[config.mk]
export PLATFORM = sky130hd
export DESIGN_NAME = tdm_demux_1x4
export DESIGN_NICKNAME = d
export VERILOG_FILES = /design/src/rtl/tdm_pkg.sv /design/src/rtl/tdm_slot_counter.sv /design/src/rtl/tdm_demux_1x4.sv
export SDC_FILE = /design/constraint.sdc
export NUM_CORES = 1
export LEC_CHECK = 0
export CAP_MARGIN = 20
export CORE_AREA = 2 2 71 73
export DETAILED_ROUTE_END_ITERATION = 7
export DIE_AREA = 0 0 73 75
export PLACE_DENSITY = 0.7
export SLEW_MARGIN = 20
export SYNTH_ARGS = -nofsm -noshare
export SYNTH_HDL_FRONTEND = slang
export SYNTH_SLANG_ARGS = --single-unit
[constraint.sdc]
create_clock -name clk -period 4.7 [get_ports clk]
set_input_delay 1.41 -clock clk [delete_from_list [all_inputs] [get_ports clk]]
set_output_delay 1.41 -clock clk [all_outputs]
set_load 0.005 [all_outputs]
[src/rtl/tdm_pkg.sv]
// Shared constants and state type for the 4-slot TDM link.
package tdm_pkg;
  localparam int NUM_SLOTS = 4;
  localparam int SLOT_W = 2;
  localparam logic [SLOT_W-1:0] LAST_SLOT = SLOT_W'(NUM_SLOTS - 1);

  typedef enum logic {
    HUNT,
    COLLECT
  } tdm_state_t;
endpackage

[src/rtl/tdm_slot_counter.sv]
// Slot tracker: load-to-1 on a new frame, step on accept, flag slot 3.
module tdm_slot_counter
  import tdm_pkg::*;
(
  input  logic              clk,
  input  logic              rst_n,
  input  logic              load,
  input  logic              inc,
  output logic [SLOT_W-1:0] slot,
  output logic              wrap
);

  always_ff @(posedge clk) begin
    if (!rst_n)
      slot <= '0;
    else if (load)
      slot <= SLOT_W'(1);
    else if (inc)
      slot <= slot + 1'b1;
  end

  assign wrap = (slot == LAST_SLOT);

endmodule

[src/rtl/tdm_demux_1x4.sv]
// 1:4 TDM receive demux with atomic frame publish.
// Optional err_count port under TDM_DEMUX_ERRCNT_EN.
module tdm_demux_1x4
  import tdm_pkg::*;
#(
  parameter int WIDTH = 8
) (
  input  logic                 clk,
  input  logic                 rst_n,
  input  logic                 in_valid,
  input  logic                 in_sof,
  input  logic [WIDTH-1:0]     in_data,
  output logic [4*WIDTH-1:0]   out_data,
  output logic                 out_valid,
  output logic                 frame_err
`ifdef TDM_DEMUX_ERRCNT_EN
  ,
  output logic [7:0]           err_count
`endif
);

  tdm_state_t        state_q, state_d;
  logic [SLOT_W-1:0] slot;
  logic              wrap;
  logic              load, inc;
  logic              wr_en, publish, err;
  logic [WIDTH-1:0]  shadow [3];

  tdm_slot_counter u_slot (
    .clk   (clk),
    .rst_n (rst_n),
    .load  (load),
    .inc   (inc),
    .slot  (slot),
    .wrap  (wrap)
  );

  always_ff @(posedge clk) begin
    if (!rst_n)
      state_q <= HUNT;
    else
      state_q <= state_d;
  end

  always_comb begin
    state_d = state_q;
    load    = 1'b0;
    inc     = 1'b0;
    wr_en   = 1'b0;
    publish = 1'b0;
    err     = 1'b0;
    unique case (state_q)
      HUNT: begin
        if (in_valid && in_sof) begin
          load    = 1'b1;
          wr_en   = 1'b1;
          state_d = COLLECT;
        end
      end
      COLLECT: begin
        if (in_valid) begin
          if (in_sof) begin
            // early sof restarts the frame from slot 0
            load  = 1'b1;
            wr_en = 1'b1;
            err   = 1'b1;
          end else begin
            inc = 1'b1;
            if (wrap) begin
              publish = 1'b1;
              state_d = HUNT;
            end else begin
              wr_en = 1'b1;
            end
          end
        end
      end
    endcase
  end

  always_ff @(posedge clk) begin
    if (!rst_n) begin
      out_data  <= '0;
      out_valid <= 1'b0;
      frame_err <= 1'b0;
      shadow[0] <= '0;
      shadow[1] <= '0;
      shadow[2] <= '0;
    end else begin
      out_valid <= publish;
      frame_err <= err;
      if (wr_en) begin
        unique case (1'b1)
          load:         shadow[0] <= in_data;
          slot == 2'd1: shadow[1] <= in_data;
          default:      shadow[2] <= in_data;
        endcase
      end
      if (publish)
        out_data <= {in_data, shadow[2], shadow[1], shadow[0]};
    end
  end

`ifdef TDM_DEMUX_ERRCNT_EN
  always_ff @(posedge clk) begin
    if (!rst_n)
      err_count <= '0;
    else if (err && err_count != 8'hFF)
      err_count <= err_count + 8'd1;
  end
`endif

endmodule

After elaboration in Yosys (flattened, before gate mapping)
Memory sizes are Yosys's and may differ from the RTL's. A register that Yosys moved wholly into a read port is not among the register bits. Index checks and enable logic that the tools add are counted.

$add $sub $neg: 1. Equality and inequality tests: 2. Multiplexer cells: 35. Bitwise operators: 5. Reduce and logical (&&, ||, !) cells: 8.

Operators with widths (number): $mux W1 (29); $mux W8 (3); $pmux W1 S2 (3); $reduce_or A2 Y1 (2); $logic_not A1 Y1 (3); $or A1 B1 Y1 (3); $add A2 B1 Y2 const B (1); $eq A2 B1 Y1 const B (1); $eq A2 B2 Y1 const B (1); $not A1 Y1 (2); $reduce_and A2 Y1 (1); $reduce_bool A2 Y1 (1); $logic_and A1 B1 Y1 (1).

Bits in registers: 37. RAM bits: 24. Bits of input ports: 12. Output and inout port bits: 34. Logic and storage cells: 58. Memories: 1.

Memories: shadow (words 3, bits a word 8, read ports 3, clocked after Yosys merged registers in 3, write ports 3, RTL line tdm_demux_1x4.sv:27) `logic [WIDTH-1:0] shadow [3];`.

Depth between registers and ports, before layout
Depth after elaboration: 9. Depth in mapped cells: 5. Gate-level depth less buffers: 4.

Modules after synthesis
Synthesis repeated with hierarchy kept, for this count alone.

Cell total of the unflattened synthesis: 129. Area total of the unflattened synthesis: 2042.0 um^2.

Modules (own cells, without submodules): tdm_demux_1x4 (instances 1, cells each 122, area an instance 1950.6 um^2, seq. area each 1421.4 um^2); tdm_slot_counter (instances 1, cells each 7, area an instance 91.3 um^2, seq. area each 40.0 um^2).

Least setup slack after synthesis
OpenSTA, ideal clock, no wires.

Path type: input to register. From: input port in_sof. To: memory shadow[2][0], enable pin. Library setup time: 0.387 ns. Data arrival time: 2.273 ns. Required time: 4.313 ns. Path slack: 2.041 ns. Cell stages on the path: 2. Buffers on the path: 0. Cells stage by stage: nand3b_1 > o31ai_1.

RTL lines: start: declaration (RTL line tdm_demux_1x4.sv:11) `input logic in_sof,`; end: declaration (RTL line tdm_demux_1x4.sv:27).

==> results_dict.tcl <==
set metrics [dict create \
    wire_per_inst_microns 15.08 \
    htreeDepth 3 \
    tns_ns 0 \
    post_cts_buffers 0 \
    fmax_mhz 375.3 \
    skew_ns 0.007275 \
    synth_compound_area_share_pct 16.50 \
    status "finished clean" \
    dr.pass1.iters 4 \
    clk_path_buf_depth 2 \
    area_growth_pct 32.82 \
    r2r_end "shadow[0][7]$_DFFE_PP_" \
    rows 25 \
    synthArstFlopShare_pct 0 \
    reg2reg_depth 4 \
    setup_viol 0 \
    via_count 1292 \
    yosys.area_share.adder_pct 1.232 \
    end_kind "register" \
    ant_nets 0 \
    synth_simple_gate_area_share_pct 5.049 \
    cp-start-kind "input port" \
    nNetsFinal 205 \
    synth_fp_nets 155 \
    grt_pass1_vias 1252 \
    cts_tree "done" \
    p_per_area_nw_per_um2 395.0 \
    via_per_inst 5.168 \
    initial_utilization_pct 43.60 \
    rsz0062_at_grt "false" \
    max_cap_violations 0 \
    fillerInstances 361 \
    worst_pin_slew_ns 0.7241 \
    period_needed_ns 2.665 \
    antenna_found_initial 0 \
    max_slew_margin_pct 51.52 \
    required_ns 4.73 \
    drive_above_1_share_pct 8.673 \
    p_leak_nw 1.047 \
    post-dp-hpwl_microns 2537 \
    grt_max_degree 34 \
    clock_sinks 61 \
    critical_path_arrival_ns 2.70 \
    synth_edf_count 24 \
    drt-total-wl_microns 3770 \
    cts.repair.resized 0 \
    path_class "in2reg" \
    crit_end "shadow[0][7]$_DFFE_PP_" \
    cts_buffers 9 \
    path_clk_slew_ns 0.06 \
    reg2reg_setup_slack_ns 2.90 \
    ir_worst_vdd_v 0.0001337 \
    worstReg2RegStart "u_slot.slot[0]$_SDFFE_PN0P_" \
    drt_iter0_drc 55 \
    n_antenna_cell 0 \
    stdcell_count 250 \
    ctsHoldBuffers 0 \
    grt_pass1_wl_microns 6009 \
    cts_root_buffer "clkbuf_8" \
    grtUsageTotal_pct 15.43 \
    synth.distinct_cells 22 \
    path_max_fanout 8 \
    crit_path_top_delay_cell "o211ai_1" \
    ios 46 \
    syn_avg_cell_area_sq_um 14.41 \
    critPathMaxStageDelay_ns 0.64 \
    syn-instance-count 141 \
    die_h_microns 75 \
    synth_top_family_by_area "compound AO/OA/AOI/OAI gates" \
    dpl.cell_count 234 \
    coreArea_sq_um 4661 \
    critPathLaunch "in_sof" \
    ys_seq_elements 61 \
    drv_slew 0 \
    clk_latency_ns 0.33 \
    dieArea_sq_um 5475 \
    netlist_area_sq_um 2032 \
    synth_xor_area_share_pct 0 \
    ys.warnings.count 0 \
    detail_route.drc_violations 0 \
    crit_chain "clkdlybuf4s50_1 > o211ai_1 > nor2_1" \
    synthMuxAreaShare_pct 0.4926 \
    dieWidth_microns 73 \
    port_buffers 45 \
    seq_area_frac_synth_pct 71.92 \
    ys.flop_type "dfxtp_1" \
    timing.final.hold_violations 0 \
    holdPathStages 1 \
    gp_congestion 0.8212 \
    gr-total-overflow 0 \
    hold_path.class "reg2reg" \
    min_period_over_period_pct 56.69 \
]
-- power breakdown --
| group | total, mW | internal, mW | switching [mW] |
|---|---|---|---|
| clock network | 0.460 | 0.274 | 0.186 |
| registers | 0.571 | 0.565 | 0.00556 |
| logic | 0.0353 | 0.0144 | 0.0209 |
| total | 1.07 | 0.854 | 0.212 |
-- per-layer routing --
layer  up-vias  GRT usage, %  share of wire (%)
met5         -             0                  0
met4         0         8.025                1.4
met3         5         7.631                7.1
met2        49         23.82                 49
met1       618         17.78                 43
li1        620             -                  -
-- per-stage QoR --
step	area (sq um)	power (mW)	hold WS, ns	worst slack [ns]	util [%]
2_1_floorplan	2032	0.5979	0.4355	2.041	-
3_3_place_gp	2501	0.6158	0.4434	1.796	53.66
3_5_place_dp	2501	0.6182	0.4399	1.688	53.66
4_1_cts	2699	1.079	0.4508	2.035	57.91
5_1_grt	2699	1.108	0.4648	1.966	57.91
6_report	2699	1.066	0.4505	2.035	57.91
-- cell usage after synthesis, types with 2 or more instances --
cell type   n  area share (%)
edfxtp_1   24              35
inv_1       9             1.7
ha_1        2             1.2
o211ai_1    2            0.74
and2_1      2            0.62
nor2_1      9             1.7
a22o_1     32              14
buf_2       3            0.74
nand2_1     6             1.1
dfxtp_1    37              36
buf_6       4             2.2
-- worst max-delay path: cells and delay by family --
kind / cells / cell delay [ns]
and+or+nand+nor: 1 / 0.16
buffers and inverters: 1 / 0.49
AOI/OAI and AO/OA: 1 / 0.64
-- cells by family after synthesis --
family | Yosys count
AOI/OAI and AO/OA | 39
buffers and inverters | 17
DFF | 61
and+or+nand+nor | 21
adders and majority gates | 2
muxes | 1
-- final cells by class --
cell class / instances / area (sq um) / share of cell area (%)
Clock buffer: 14 / 162.7 / 6.027
Clock inverter: 2 / 35.03 / 1.298
Inverter: 9 / 33.78 / 1.252
Multi-Input combinational cell: 63 / 473.0 / 17.52
Sequential cell: 61 / 1461 / 54.15
Tap cell: 54 / 67.56 / 2.503
Timing Repair Buffer: 47 / 465.4 / 17.25
-- sequential cells by signal (all words and copies together), names as in the netlist --
signal,flops
out_valid,1
out_data,32
u_slot.slot,2
state_q,1
frame_err,1
shadow,24
-- placed cells by master, fill, tap and decap left out --
cell / instances
nor2_1: 9
a21boi_0: 1
ha_1: 2
bufinv_16: 1
o31ai_1: 1
o21ai_0: 1
edfxtp_1: 24
clkbuf_8: 11
o2bb2ai_1: 1
clkbuf_1: 3
nand3b_1: 1
o211ai_1: 2
nor2b_1: 1
inv_1: 9
nand2_1: 6
and2_1: 2
a21boi_2: 1
dfxtp_1: 37
clkdlybuf4s50_1: 45
and3b_1: 1
a22o_1: 32
buf_4: 2
mux2i_1: 1
and3_4: 1
clkinv_2: 1
-- worst min-delay path by stage --
| stage | slack [ns] | from | end |
|---|---|---|---|
| floorplan | 0.44 | shadow[0][0]$_DFFE_PP_ | out_data[0]$_SDFFE_PN0P_ |
| CTS | 0.45 | shadow[2][3]$_DFFE_PP_ | out_data[19]$_SDFFE_PN0P_ |
| finish | 0.45 | shadow[2][3]$_DFFE_PP_ | out_data[19]$_SDFFE_PN0P_ |
| global placement | 0.44 | shadow[0][0]$_DFFE_PP_ | out_data[0]$_SDFFE_PN0P_ |
| global route | 0.46 | shadow[0][1]$_DFFE_PP_ | out_data[1]$_SDFFE_PN0P_ |
| detailed placement | 0.44 | shadow[2][3]$_DFFE_PP_ | out_data[19]$_SDFFE_PN0P_ |
Power figures use the tool's default switching activity.
